File: src/rtl/uart_pkg.sv
// Shared types and line constants for the UART transmitter (and a future receiver).
package uart_pkg;

  typedef enum logic [1:0] {
    PAR_NONE = 2'd0,
    PAR_EVEN = 2'd1,
    PAR_ODD  = 2'd2
  } parity_mode_e;

  typedef enum logic [2:0] {
    IDLE,
    START,
    DATA,
    PARITY,
    STOP
  } tx_state_e;

  localparam logic LINE_IDLE = 1'b1;
  localparam logic START_BIT = 1'b0;

  // Encoding 2'b11 is reserved and behaves as no parity.
  function automatic parity_mode_e decode_parity(input logic [1:0] m);
    return (m == 2'b11) ? PAR_NONE : parity_mode_e'(m);
  endfunction

endpackage

File: src/rtl/baud_tick_gen.sv
// Bit-period counter: latches the divisor on restart, pulses bit_end on the last clk of each bit.
module baud_tick_gen #(
  parameter int DIV_W = 16
) (
  input  logic             clk,
  input  logic             reset,
  input  logic             restart,
  input  logic             en,
  input  logic [DIV_W-1:0] div_in,
  output logic             bit_end
);

  logic [DIV_W-1:0] div_q, cnt, last;

  // A divisor of zero is a one-cycle bit.
  assign last    = (div_q == '0) ? '0 : div_q - 1'b1;
  assign bit_end = en && (cnt == last);

  always_ff @(posedge clk or negedge reset)
    if (!reset) begin
      cnt   <= '0;
      div_q <= '0;
    end else if (restart) begin
      cnt   <= '0;
      div_q <= div_in;
    end else if (en) begin
      cnt <= bit_end ? '0 : cnt + 1'b1;
    end

endmodule

File: src/rtl/uart_tx_param.sv
// Parametrised UART transmitter: start / DATA_W bits LSB first / optional parity / 1-2 stop bits.
// Define UART_TX_HOLD_EN to add a one-entry holding register for back-to-back frames.
module uart_tx_param
  import uart_pkg::*;
#(
  parameter int DATA_W = 8,
  parameter int DIV_W  = 16
) (
  input  logic              clk,
  input  logic              reset,
  input  logic [DATA_W-1:0] data_in,
  input  logic              valid,
  output logic              ready,
  input  logic [1:0]        parity_mode,
  input  logic              two_stop,
  input  logic [DIV_W-1:0]  baud_div,
  output logic              tx_out,
  output logic              busy
);

  localparam int               IDX_W    = $clog2(DATA_W);
  localparam logic [IDX_W-1:0] LAST_IDX = IDX_W'(DATA_W - 1);

  tx_state_e         state, state_nx;
  logic [DATA_W-1:0] shreg, shreg_nx, src_data;
  logic [IDX_W-1:0]  idx;
  logic [DIV_W-1:0]  src_div;
  logic [1:0]        src_mode;
  logic              src_two, stop_idx, two_stop_q, par_bit, tx_nx;
  parity_mode_e      par_q, src_par;
  logic              accept, launch, bit_end, frame_end;

  assign busy      = (state != IDLE);
  assign accept    = valid && ready;
  assign frame_end = (state == STOP) && bit_end && (stop_idx || !two_stop_q);
  assign src_par   = decode_parity(src_mode);

`ifdef UART_TX_HOLD_EN
  logic              hold_full, hold_two;
  logic [DATA_W-1:0] hold_data;
  logic [1:0]        hold_mode;
  logic [DIV_W-1:0]  hold_div;

  // A queued word wins over the input port when a frame finishes.
  assign ready    = !hold_full;
  assign launch   = (state == IDLE || frame_end) && (hold_full || accept);
  assign src_data = hold_full ? hold_data : data_in;
  assign src_mode = hold_full ? hold_mode : parity_mode;
  assign src_two  = hold_full ? hold_two  : two_stop;
  assign src_div  = hold_full ? hold_div  : baud_div;

  always_ff @(posedge clk or negedge reset)
    if (!reset) begin
      hold_full <= 1'b0;
      hold_data <= '0;
      hold_mode <= '0;
      hold_two  <= 1'b0;
      hold_div  <= '0;
    end else if (launch && hold_full) begin
      hold_full <= 1'b0;
    end else if (accept && !launch) begin
      hold_full <= 1'b1;
      hold_data <= data_in;
      hold_mode <= parity_mode;
      hold_two  <= two_stop;
      hold_div  <= baud_div;
    end
`else
  assign ready    = !busy;
  assign launch   = accept;
  assign src_data = data_in;
  assign src_mode = parity_mode;
  assign src_two  = two_stop;
  assign src_div  = baud_div;
`endif

  baud_tick_gen #(.DIV_W(DIV_W)) u_tick (
    .clk     (clk),
    .reset   (reset),
    .restart (launch),
    .en      (busy),
    .div_in  (src_div),
    .bit_end (bit_end)
  );

  always_ff @(posedge clk or negedge reset)
    if (!reset) state <= IDLE;
    else        state <= state_nx;

  always_comb begin
    state_nx = state;
    unique case (state)
      IDLE:    if (launch) state_nx = START;
      START:   if (bit_end) state_nx = DATA;
      DATA:    if (bit_end && idx == LAST_IDX) state_nx = (par_q == PAR_NONE) ? STOP : PARITY;
      PARITY:  if (bit_end) state_nx = STOP;
      STOP:    if (frame_end) state_nx = launch ? START : IDLE;
      default: state_nx = IDLE;
    endcase
  end

  // tx_out is registered, so the line value is derived from the next state and shifter.
  always_comb begin
    shreg_nx = shreg;
    if (launch)                     shreg_nx = src_data;
    else if (state == DATA && bit_end) shreg_nx = shreg >> 1;
    unique case (state_nx)
      START:   tx_nx = START_BIT;
      DATA:    tx_nx = shreg_nx[0];
      PARITY:  tx_nx = par_bit;
      default: tx_nx = LINE_IDLE;
    endcase
  end

  always_ff @(posedge clk or negedge reset)
    if (!reset) begin
      shreg      <= '0;
      tx_out     <= LINE_IDLE;
      idx        <= '0;
      stop_idx   <= 1'b0;
      par_q      <= PAR_NONE;
      two_stop_q <= 1'b0;
      par_bit    <= 1'b0;
    end else begin
      shreg  <= shreg_nx;
      tx_out <= tx_nx;
      if (launch) begin
        par_q      <= src_par;
        two_stop_q <= src_two;
        par_bit    <= (src_par == PAR_ODD) ? ~^src_data : ^src_data;
        idx        <= '0;
        stop_idx   <= 1'b0;
      end else begin
        if (state == DATA && bit_end) idx <= (idx == LAST_IDX) ? '0 : idx + 1'b1;
        if (state == STOP && bit_end) stop_idx <= !frame_end;
      end
    end

endmodule

File: config.mk
export PLATFORM = sky130hd
export DESIGN_NAME = uart_tx_param
export DESIGN_NICKNAME = d
export VERILOG_FILES = /design/src/rtl/uart_pkg.sv /design/src/rtl/baud_tick_gen.sv /design/src/rtl/uart_tx_param.sv
export SDC_FILE = /design/constraint.sdc
export NUM_CORES = 1
export LEC_CHECK = 0
export BUFFER_PORTS_ARGS = -buffer_cell sky130_fd_sc_hd__buf_2
export CORE_MARGIN = 5
export CORE_UTILIZATION = 35
export CTS_CLUSTER_DIAMETER = 200
export DETAILED_ROUTE_END_ITERATION = 6
export GPL_ROUTABILITY_DRIVEN = 0
export PLACE_DENSITY = 0.59
export SLEW_MARGIN = 20
export SYNTH_ARGS = -nofsm -noshare
export SYNTH_HDL_FRONTEND = slang
export SYNTH_SLANG_ARGS = --single-unit
export TNS_END_PERCENT = 100
File: constraint.sdc
create_clock -name clk -period 4.1 [get_ports clk]
set_input_delay 0 -clock clk [delete_from_list [all_inputs] [get_ports clk]]
set_output_delay 0 -clock clk [all_outputs]
set_load 0.01 [all_outputs]
==> impl_results.md <==
- Status: finished clean
- # DRC: 0
- Starting DRT DRC Count: 164
- Min-delay worst type: in2reg
- Max frequency: between 200 and 300 MHz
- P_int: roughly 0.00068 W
- Syn Area/Cell: 8.62 sq um
- Antenna-violating nets left: 0
- CTS clk-pin slew, worst paths: ~0.11 ns
- Skew-Pair Late Insertion Delay: 0.32 ns
- Diodes inserted: 0
- First-pass GRT wire length: 13700 microns
- Clock power frac: 35.5%
- Max Cap Violations: 0
- Synth area leader: dfrtp_1
- # H-tree levels: 2
- Yosys warns: 0
- GRT Overall Usage: 14.4%
- Power Dens Cells: between 200 and 250 mW/mm^2
- Vias in the first global route: between 2000 and 3000
- Async set-reset flop share out of synthesis: 100%
- Main synth FF type: dfrtp_1
- Post-synthesis cell type count: 60
- Crit end category: flop
- Commonest non-fill, non-tap cell in the layout: nand2_1
- Drt wl/cell: about 14 microns
- Switching share of power: approximately 24%
- Final Routed Wirelength: around 8000 microns
- Final instance area: a little over 0.004 sq mm
- Commonest non-fill, non-tap cells in the layout: nand2_1 (81), dfrtp_1 (51), buf_2 (32)
- Met2 wire len: about 3800 microns
- Final period util: about 90%
- Die height: around 110 microns
- CTS buffer count: 5
- Psw: between 0.0002 and 0.00025 W
- Min Hold Slack: around 0.010 ns
- Remaining Overflow, GRT: 0
- Die ar.: roughly 0.012 sq mm
- Register area share after synthesis: 37.8%
- Final setup TNS: 0 ns
- Number of buffers and inverters on the critical path: 0
- Core Area: a little under 0.01 sq mm
- Number of fillers in the final layout: 959
- Crit start category: flop
- CTS tree: built
- Routed vias/inst: between 5 and 6
- Sequential fraction of design power: between 50% and 60%
- Cell row count: 36
- Tightest Pin Transition: between 1 and 1.5 ns
- Pleak: approximately 1.8 nW
- Max stage delay on crit path: 0.56 ns
- Pin count of the biggest net entering global routing: 53
- Post-Synthesis Cell Area: ~0.0034 sq mm
- Nets: 480
- Clock Skew: approximately 0.011 ns
- Root buf cell: clkbuf_8
- Maximum clock path buffer count: 2
- Crit-path cells: nor2_1 > and4_1 > a22oi_1 > a2111oi_2 > nand4_1 > nor4_4 > nand3_4 > and3_1 > a211o_1
- TritonRoute pass-1 iters: 4
- Met3 wire len: approximately 180 microns
- Critical Path AT: between 3 and 4 ns
- CP Max Fanout: 15
- Non-filler cells, final: between 500 and 600
- Area share of the largest cell type after synthesis: approximately 37%
- Starting density of the core: roughly 36%
- HPWL after DPL: 5710 microns
- Port Buf Inserts: 32
- Post-layout power: approximately 0.0009 W
- Final setup fails: 0
- CP max stage cell: nor2_1
- Die width: about 110 microns
- Max Slew Vio Count: 0
- Setup CP Type: reg2reg
- Final Critical Period: 3.70 ns
- Synth-to-Final Area Change: 18.2%
- Syn_nets: approximately 430
- Final hold vios: 0
- Sink Count: 52
- CP top delay family: simple AND/OR/NAND/NOR gates
- Initial antenna violation count: 0
- Worst slew margin: between 30% and 40%
- RSZ-0062 raised after global routing: false
- Placed cell areas: about 0.0037 sq mm
- Via count: about 2900
- WL met1: just under 4000 microns
- Uppermost routed layer: met4
- Combinational Power Share: under 10%
- Top post-synthesis cells by area: dfrtp_1 (37%), nand2_1 (8.8%), xnor2_1 (5.6%)
- Post_cts resized: 0
- Ports: 33
- Share of cells above drive strength 1: between 10 and 15%
- VDD IR-drop max: roughly 0.12 mV
- Worst Path Required: around 4.3 ns
- #FFs+latches synth: 52
- Inst Count DP: ~540
- Synth Instances: 400
- Post-synth EDFFs: 0
[registers in the layout, summed over array words and instances (netlist names)]
| signal | cells |
|---|---|
| par_q | 2 |
| tx_out | 1 |
| u_tick.cnt | 16 |
| par_bit | 1 |
| state | 3 |
| idx | 3 |
| two_stop_q | 1 |
| u_tick.div_q | 16 |
| stop_idx | 1 |
| shreg | 8 |
[per-layer routing]
metal  global-route usage [%]  vias up
met5                        0        -
met4                     4.81        0
met3                     2.01       10
met2                     23.1       41
met1                     20.1     1377
li1                         -     1494
[path summary, 6_finish.rpt]
path                                    to  depth (start not counted)  slack [ns]            start
setup / recovery                  shreg[0]                          9        0.40  u_tick.div_q[4]
hold / removal                    par_q[1]                          3        0.01   parity_mode[1]
setup reg to reg                  shreg[0]                          9        0.40  u_tick.div_q[4]
hold reg to reg                   par_q[0]                          2        0.48         par_q[0]
max in group asynchronous           idx[0]                          3        3.34            reset
min in group asynchronous  u_tick.div_q[7]                          3        0.33            reset
[synth_stat cells (all sizes together), types with 9 or more instances]
library cell,count
xor2,9
a21oi,15
xnor2,22
mux2i,16
o21ai,18
and3,12
nor2,19
nand2,81
nand3,26
clkbuf,17
nor4,9
inv,14
dfrtp,51
[worst register-to-register path, delay by kind of cell, from the launching register on]
kind | cells | cell delay (ns)
flip-flops | 1 | 0.46
AO/OA/AOI/OAI | 3 | 0.83
AND/OR/NAND/NOR | 6 | 2.30
[stage by stage]
| stage | util, % | setup slack [ns] |
|---|---|---|
| after floorplan | - | 1.02 |
| after global placement | 38.2 | 0.439 |
| after detailed placement | 38.2 | 0.418 |
| after CTS | 42.1 | 0.376 |
| after global routing | 42.1 | 0.122 |
| final | 42.1 | 0.398 |
[area by class of cell]
class	count	area [sq um]	share of cell area (%)
clock inverters	3	27.5	0.676
flip-flops and latches	52	1300	32.0
multi-input cells	310	1990	48.9
inverters	14	52.6	1.29
repair buffers	63	463	11.4
well taps	133	166	4.08
clock buffers	5	68.8	1.69
[what timing repair did]
action	CTS	global route
hold buffers	28	0
endpoints found under the hold margin	77	0
setup buffers	0	0
[cell families after synthesis]
| logic type | Yosys count | share of synthesized area [%] |
|---|---|---|
| compound gates | 68 | 13.6 |
| mux | 17 | 4.97 |
| buf+inv | 38 | 4.39 |
| simple gates | 189 | 29.2 |
| fa+ha+maj | 4 | 1.45 |
| flops | 52 | 37.8 |
| xor+xnor | 32 | 8.57 |
[power by group through the flow]
| stage | clock [W] | combinational (W) | sequential (W) |
|---|---|---|---|
| 6_report | 0.000317 | 0.0000635 | 0.000513 |
| 5_1_grt | 0.000347 | 0.0000710 | 0.000513 |
| 4_1_cts | 0.000328 | 0.0000643 | 0.000513 |
| 3_5_place_dp | 0 | 0.0000446 | 0.000523 |
| 3_3_place_gp | 0 | 0.0000438 | 0.000523 |
| 2_1_floorplan | 0 | 0.0000153 | 0.000523 |
No activity file was read; power rests on OpenSTA's default activity.
